## src/rtl/fact_pkg.sv

```systemverilog
// fact_pkg: register map, FSM encoding and status bit positions shared by the factorial accelerator
package fact_pkg;
  localparam logic [1:0] FACT_N = 2'd0;
  localparam logic [1:0] FACT_GO = 2'd1;
  localparam logic [1:0] FACT_STATUS = 2'd2;
  localparam logic [1:0] FACT_RESULT = 2'd3;
  localparam int unsigned N_MAX_DEF = 12;
  localparam int DONE = 0;
  localparam int ERR = 1;
  localparam int BUSY = 2;
  typedef enum logic [1:0] {IDLE, LOAD, CALC} state_t;
endpackage

```

## src/rtl/fact_accel_if.sv

```systemverilog
// fact_accel_if: data-memory bus slice between the core's memory stage and the accelerator
interface fact_accel_if;
  logic sel;
  logic [1:0] a;
  logic we;
  logic [31:0] wd;
  logic [31:0] rd;
  modport master(output sel, a, we, wd, input rd);
  modport slave(input sel, a, we, wd, output rd);
endinterface

```

## src/rtl/fact_dp.sv

```systemverilog
// fact_dp: counter, running product, one-multiply-per-cycle step and result register
module fact_dp (
  input  logic        clk,
  input  logic        rst,
  input  logic        load,
  input  logic        calc,
  input  logic        err_ld,
  input  logic [3:0]  n,
  output logic        gt1,
  output logic [31:0] result
);
  logic [3:0] cnt;
  logic [31:0] prod;
  assign gt1 = cnt > 4'd1;
  always_ff @(posedge clk) begin
    if (!rst) begin
      cnt <= '0;
      prod <= '0;
      result <= '0;
    end else begin
      if (load) begin
        cnt <= n;
        prod <= 32'd1;
      end else if (calc && gt1) begin
        prod <= prod * {28'd0, cnt};
        cnt <= cnt - 4'd1;
      end
      if (err_ld) result <= '0;
      else if (calc && !gt1) result <= prod;
    end
  end
endmodule

```

## src/rtl/fact_accel.sv

```systemverilog
// fact_accel: memory-mapped iterative factorial accelerator with control FSM and register file
module fact_accel import fact_pkg::*; #(
  parameter int unsigned N_MAX = N_MAX_DEF
) (
  input logic clk,
  input logic rst,
  fact_accel_if.slave bus
);
  state_t state, nxt;
  logic [3:0] n;
  logic done, err, busy, load, calc, err_ld, gt1, bad, wr, wr_n, start;
  logic [31:0] result;
  logic [2:0] status;
  logic unused_wd;
  assign unused_wd = ^bus.wd[31:4];
  assign wr = bus.sel && bus.we;
  assign wr_n = wr && bus.a == FACT_N;
  assign start = wr && bus.a == FACT_GO && bus.wd[0];
  assign bad = 32'(n) > N_MAX;
  always_ff @(posedge clk) begin
    if (!rst) state <= IDLE;
    else state <= nxt;
  end
  always_comb begin
    nxt = state;
    nxt = state == IDLE ? (start ? LOAD : IDLE) :
          state == LOAD ? (bad ? IDLE : CALC) :
          (gt1 ? CALC : IDLE);
  end
  always_comb begin
    load = state == LOAD && !bad;
    err_ld = state == LOAD && bad;
    calc = state == CALC;
    busy = state != IDLE;
  end
  always_ff @(posedge clk) begin
    if (!rst) begin
      n <= '0;
      done <= 1'b0;
      err <= 1'b0;
    end else begin
      if (wr_n) n <= bus.wd[3:0];
      if (state == IDLE && start) begin
        done <= 1'b0;
        err <= 1'b0;
      end else if (err_ld) begin
        done <= 1'b1;
        err <= 1'b1;
      end else if (calc && !gt1) done <= 1'b1;
    end
  end
  fact_dp u_dp (
    .clk(clk),
    .rst(rst),
    .load(load),
    .calc(calc),
    .err_ld(err_ld),
    .n(n),
    .gt1(gt1),
    .result(result)
  );
  always_comb begin
    status = '0;
    status[DONE] = done;
    status[ERR] = err;
    status[BUSY] = busy;
  end
  always_comb begin
    bus.rd = !bus.sel ? '0 :
             bus.a == FACT_N ? {28'd0, n} :
             bus.a == FACT_STATUS ? {29'd0, status} :
             bus.a == FACT_RESULT ? result : '0;
  end
endmodule

```

## src/flat_wrapper.sv

```systemverilog
// flat-port wrapper written by rule: the top's interface ports become plain ports
module fact_accel_flat import fact_pkg::*;
#(
  parameter int unsigned N_MAX = N_MAX_DEF
)
  (clk, rst, bus_sel, bus_a, bus_we, bus_wd, bus_rd);
  fact_accel_if bus_i ();
  input logic clk;
  input logic rst;
  input wire logic [$bits(bus_i.sel)-1:0] bus_sel;
  input wire logic [$bits(bus_i.a)-1:0] bus_a;
  input wire logic [$bits(bus_i.we)-1:0] bus_we;
  input wire logic [$bits(bus_i.wd)-1:0] bus_wd;
  output wire logic [$bits(bus_i.rd)-1:0] bus_rd;
  assign bus_i.sel = bus_sel;
  assign bus_i.a = bus_a;
  assign bus_i.we = bus_we;
  assign bus_i.wd = bus_wd;
  assign bus_rd = bus_i.rd;
  fact_accel #(.N_MAX(N_MAX)) u_core (.clk(clk), .rst(rst), .bus(bus_i));
endmodule
```

## config.mk

```make
export PLATFORM = sky130hd
export DESIGN_NAME = fact_accel_flat
export DESIGN_NICKNAME = d
export VERILOG_FILES = /design/src/rtl/fact_pkg.sv /design/src/rtl/fact_accel_if.sv /design/src/rtl/fact_dp.sv /design/src/rtl/fact_accel.sv /design/src/flat_wrapper.sv
export SDC_FILE = /design/constraint.sdc
export NUM_CORES = 1
export LEC_CHECK = 0
export ABC_AREA = 1
export CORE_MARGIN = 2
export CORE_UTILIZATION = 35
export DETAILED_ROUTE_END_ITERATION = 10
export DONT_BUFFER_PORTS = 1
export MAX_ROUTING_LAYER = met4
export PLACE_DENSITY_LB_ADDON = 0.05
export SETUP_SLACK_MARGIN = 0.3
export SKIP_LAST_GASP = 1
export SYNTH_ARGS = -nofsm -noshare
export SYNTH_HDL_FRONTEND = slang
export SYNTH_HIERARCHICAL = 1
export SYNTH_SLANG_ARGS = --single-unit
```

## constraint.sdc

```tcl
create_clock -name clk -period 3.75 [get_ports clk]
set_input_delay 0.75 -clock clk [delete_from_list [all_inputs] [get_ports clk]]
set_output_delay 0.75 -clock clk [all_outputs]
set_load 0.01 [all_outputs]
```

==> Word-level counts from Yosys, hierarchy flattened <==
Index checks and enable logic that the tools add are counted.
{ "word_totals": {"regBits": 76, "output_inout_bits": 32, "elab_cells": 52} }
{ "op_classes": {"add_sub_neg": 1, "multipliers": 1, "magnitude_cmp": 2, "eq_ne": 5, "mux": 15, "bitwise_logic": 1, "n_reduce_logical": 19} }
{ "op_table": {"columns": ["cell", "count"], "rows": [
  ["$mux W32", 4],
  ["$mul A32 B4 Y32", 1],
  ["$logic_and A1 B1 Y1", 9],
  ["$mux W2", 4],
  ["$mux W4", 2],
  ["$eq A2 B2 Y1 const B", 3],
  ["$reduce_bool A2 Y1", 3],
  ["$reduce_or A2 Y1", 3],
  ["$mux W1", 5],
  ["$eq A2 B1 Y1 const B", 2],
  ["$gt A4 B1 Y1 const B", 1],
  ["$gt A4 B4 Y1 const B", 1],
  ["$logic_not A2 Y1", 2],
  ["$sub A4 B1 Y4 const B", 1],
  ["$logic_not A1 Y1", 2],
  ["$not A1 Y1", 1]
]} }

==> Longest topological paths before layout <==
Gate-level depths: netlist (run 1).
{ "depth": {"depth_word": 5, "mapped_depth": 22, "depth_no_buf": 19} }

==> Cells and area by module <==
The synthesis (run 1) kept the hierarchy.
{ "modules_own_cells": {"columns": ["module", "instances", "cells_per_inst", "area_per_inst_um2"], "rows": [
  ["fact_dp", 1, 1213, 7340.8],
  ["fact_accel", 1, 142, 710.7]
]} }

==> Worst setup path before layout (run 1) <==
Ideal clock, no wire load.
{ "synth_path": {"path_kind": "reg2reg", "startpoint": "reg u_core.u_dp.cnt[3]", "endpoint": "reg u_core.u_dp.prod[30]", "setup_ps": 117, "t_arrival_ps": 3352, "required_ps": 3633, "setup_slack_ps": 281, "stages_incl_launch_ff": 18, "path_buffers": 3, "synth_period_minus_slack_ps": 3469, "cell_sequence": "dfxtp_1 buf_2 buf_1 clkbuf_1 nand2_1 fa_1 fa_1 fa_1 inv_1 nand3_1 nand3_1 nand2_1 nand3_2 nand2_1 nand3_1 nand2_1 nor2_1 nor2_1"} }
{ "synth_via": {"elab_chain_len": 2, "elab_cells_between_ends": 3, "classes_between": "1 x mul; 1 x order compare; 1 x reduce/logical"} }
{ "synth_lines": {"columns": ["element", "line_no", "text"], "rows": [
  ["start: declaration", "fact_dp.sv:12", "logic [3:0] cnt;"],
  ["start signal: assignment", "fact_dp.sv:22", "cnt <= n;"],
  ["start signal: assignment", "fact_dp.sv:26", "cnt <= cnt - 4'd1;"],
  ["parallel branches: the longest is 2 deep, another holds $mul A32 B4 Y32", null, null],
  ["end signal: assignment", "fact_dp.sv:25", "prod <= prod * {28'd0, cnt};"],
  ["end: declaration", "fact_dp.sv:13", "logic [31:0] prod;"]
]} }
Several ways; the timed one is not identified.
A chain may end at the register's enable or synchronous reset.

==> Worst setup path after layout (run 1) <==
{ "layout_path": {"startpoint": "reg u_core.u_dp.cnt[1]", "endpoint": "reg u_core.u_dp.prod[30]"} }
Same word-level chain as after synthesis.

==> results of run 1 <==
==> Yosys cell counts (2+ instances only) <==
cell type	instances
o21ai_1	10
fa_1	57
nand2_2	2
inv_2	8
nand3_1	51
and2_1	4
o211ai_1	3
buf_2	9
nor2_1	146
o21bai_1	2
nand2_4	3
nand4_1	37
xor2_1	10
nand2_1	402
nor3_1	5
dfxtp_1	76
ha_1	34
buf_6	5
nor2_4	2
a21oi_1	57
clkbuf_1	26
buf_1	3
xnor2_1	3
o21ai_0	16
buf_4	2
nor2_2	6
inv_1	367
==> final cells by class <==
type	count	area [um^2]	area share
inverters	377	1420	0.153
clock buffers	9	225	0.0243
well taps	285	357	0.0384
clock inverters	7	67.6	0.00728
multi-input cells	857	5450	0.587
repair buffers	21	234	0.0252
flip-flops and latches	76	1530	0.165
==> report_power, final <==
group	internal [mW]	switching [mW]	total, mW
registers	0.808	0.00367	0.811
clock network	0.465	0.433	0.898
logic	0.0125	0.0415	0.0540
==> flip-flops by register name, summed over array words and instances (netlist names) <==
| signal | flops |
|---|---|
| u_core/n | 4 |
| u_core/u_dp/prod | 32 |
| u_core/done | 1 |
| u_core/state | 2 |
| u_core/u_dp/result | 32 |
| u_core/err | 1 |
| u_core/u_dp/cnt | 4 |
==> repair_timing <==
action / CTS / global route
endpoints found under the setup margin: 8 / 21
hold buffers: 0 / 0
pin swaps: 0 / 9
resized for setup: 13 / 115
cloned: 0 / 2
buffers inserted: 0 / 3
==> path summary, 6_finish.rpt <==
path | slack, ns | endpoint | from
hold / removal | 0.46 | u_core/u_dp/result[20]$_SDFFE_PP0P_ | u_core/u_dp/result[20]$_SDFFE_PP0P_
setup / recovery | 0.40 | u_core/u_dp/prod[30]$_SDFFE_PP0P_ | u_core/u_dp/cnt[1]$_SDFFE_PN0P_
setup reg to reg | 0.40 | u_core/u_dp/prod[30]$_SDFFE_PP0P_ | u_core/u_dp/cnt[1]$_SDFFE_PN0P_
hold reg to reg | 0.46 | u_core/u_dp/result[20]$_SDFFE_PP0P_ | u_core/u_dp/result[20]$_SDFFE_PP0P_
==> per-layer routing <==
layer | routed length (um) | vias to the layer above
met5 | 0 | -
met4 | 335 | 0
met3 | 524 | 21
met2 | 11500 | 83
met1 | 11800 | 3458
li1 | - | 3915
==> kinds of logic after synthesis <==
logic type | after synthesis
AND/OR/NAND/NOR | 662
buffers and inverters | 422
AO/OA/AOI/OAI | 91
adder cells (fa/ha/maj) | 91
flip-flops | 76
XOR/XNOR | 13
==> layout by cell type (no fill, tap or decap), types with 3 or more instances in the layout <==
master     count
nor2_2        11
buf_12         3
a21oi_2        8
ha_4          18
inv_6          3
nand3_2        8
nand4_1       37
xor2_1        10
nor2_4        11
inv_2          9
o21ai_0       16
clkbuf_16     11
o21ai_1        8
inv_1        366
buf_4         15
o211ai_1       3
xnor2_1        3
nand3_1       42
ha_1          10
ha_2           6
nand2_1      375
nand2_4        5
a21oi_1       47
nand2_2       27
nor2_1       132
fa_1          55
dfxtp_1       73
==> metrics by stage <==
| stage | setup WS, ns | hold WS (ns) | power [mW] |
|---|---|---|---|
| 2_1_floorplan | 0.367 | 0.440 | 0.872 |
| 5_1_grt | 0.218 | 0.484 | 1.83 |
| 6_report | 0.396 | 0.461 | 1.76 |
| 3_3_place_gp | 0.229 | 0.451 | 0.885 |
| 3_5_place_dp | 0.228 | 0.452 | 0.885 |
| 4_1_cts | 0.280 | 0.464 | 1.80 |
==> critical path, stage by stage, from the launching register on <==
cell	delay [ns]
dfxtp_4	0.38
clkbuf_16	0.20
nand2_1	0.08
inv_1	0.05
fa_1	0.53
inv_1	0.05
fa_1	0.47
inv_1	0.04
ha_1	0.40
nand2_1	0.21
nor3_4	0.22
and2_4	0.16
nand2_2	0.07
nand3_1	0.09
nand2_1	0.06
nor2_2	0.17
nor2_1	0.05
==> impl_metrics.json, run 1 <==
{
  "outcome": "complete, no violations",
  "setup_violations": 0,
  "clkSinkCount": 76,
  "placed_cell_area_um2": 8340,
  "synth_nets": 1484,
  "postLayoutCoreUtil": 0.410,
  "synth_edf_count": 0,
  "cts_tree": "yes",
  "fin_cells": 1632,
  "drt_iter0_drc": 366,
  "worstSkewPairLatency_ns": 0.36,
  "htreeDepth": 3,
  "cp_data_arrival_time_ns": 3.60,
  "yosys.area_share.simple": 0.339,
  "wl_um": 24200,
  "synthCells": 1355,
  "crit_path_start_kind": "flip-flop",
  "cp.required_ns": 3.99,
  "synth-seq-cells": 76,
  "synth_top_family_by_area": "simple AND/OR/NAND/NOR gates",
  "rr_worst_depth": 16,
  "vias_per_cell": 4.58,
  "slew_headroom": 0.392,
  "core_area_um2": 22600,
  "synthFlopType": "dfxtp_1",
  "synth_area_um2": 8050,
  "grtUsageTotal": 0.210,
  "layout-drive-gt1-share": 0.119,
  "crit_fanout": 16,
  "critPathCaptureType": "flip-flop",
  "die_h_um": 156,
  "synth_top_area_frac": 0.189,
  "grt_max_degree": 56,
  "fillers": 2552,
  "tns_ns": 0,
  "die-width_um": 156,
  "drcViolationCount": 0,
  "io_buffers": 0,
  "synth_seq_area_share": 0.189,
  "maxSlewViolCount": 0,
  "std_cell_rows": 55,
  "path_clk_slew_ns": 0.07,
  "routabilityCongestion": 0.896,
  "grt_use_met2": 0.352,
  "p_leak_nw": 5.08,
  "critical_path_class": "flip-flop to flip-flop",
  "diodes": 0,
  "hold_class": "flip-flop to flip-flop",
  "grt-busiest-layer": "met2",
  "cts-root-buf": "clkbuf_16",
  "met1_usage": 0.274,
  "io_pins": 70,
  "yosys.area_share.xor_xnor": 0.0141,
  "initial_core_util": 0.356,
  "async_reset_ff_frac": 0,
  "syn2layout_area_growth_pct": 15.2,
  "finalCriticalPeriod_ns": 3.35,
  "rsz0062_at_grt": "true",
  "max_cap_violations": 0,
  "fin_crit_sh": 0.894,
  "post-route-cell-area_um2": 9280,
  "grt_pass1_wl_um": 38700,
  "syn_area_per_cell_um2": 5.94,
  "hpwl_um": 18400,
  "irDropWorstVdd_mv": 0.169,
  "synth_compound_gate_area_share": 0.0591,
  "place_inst": 1611,
  "clock_skew_ns": 0.0119,
  "ys_top_cells_by_area": "dfxtp_1 19%, nand2_1 19%, inv_1 17%, fa_1 14%, nor2_1 6.8%",
  "clockBufferDepth": 2,
  "tightest_slew_ns": 0.911,
  "route.vias.total": 7477,
  "p_per_area_nw_per_um2": 190,
  "fmax_ghz": 0.298,
  "first_global_vias": 7239,
  "yosys_warnings": 6,
  "antenna_left": 0,
  "dr.pass1.iters": 5,
  "antenna_found_initial": 0,
  "nets": 1471,
  "overflow": 0,
  "synthAdderAreaFrac": 0.195,
  "hold_path_depth": 2,
  "yosysTopAreaCell": "dfxtp_1",
  "grt_util_met3": 0.0225,
  "synth_mux_area_frac": 0,
  "die-area_um2": 24200,
  "hold_viol": 0,
  "synthDistinctLibCells": 36,
  "wl_per_cell_um": 14.8,
  "cts_buffers": 9
}
Power figures use the tool's default switching activity.
==> run 2, diff against run 1 <==
- CAP_MARGIN: not set -> 0
==> results of run 2 <==
No change in the layout: final DEF, timing and power equal those of run 1.
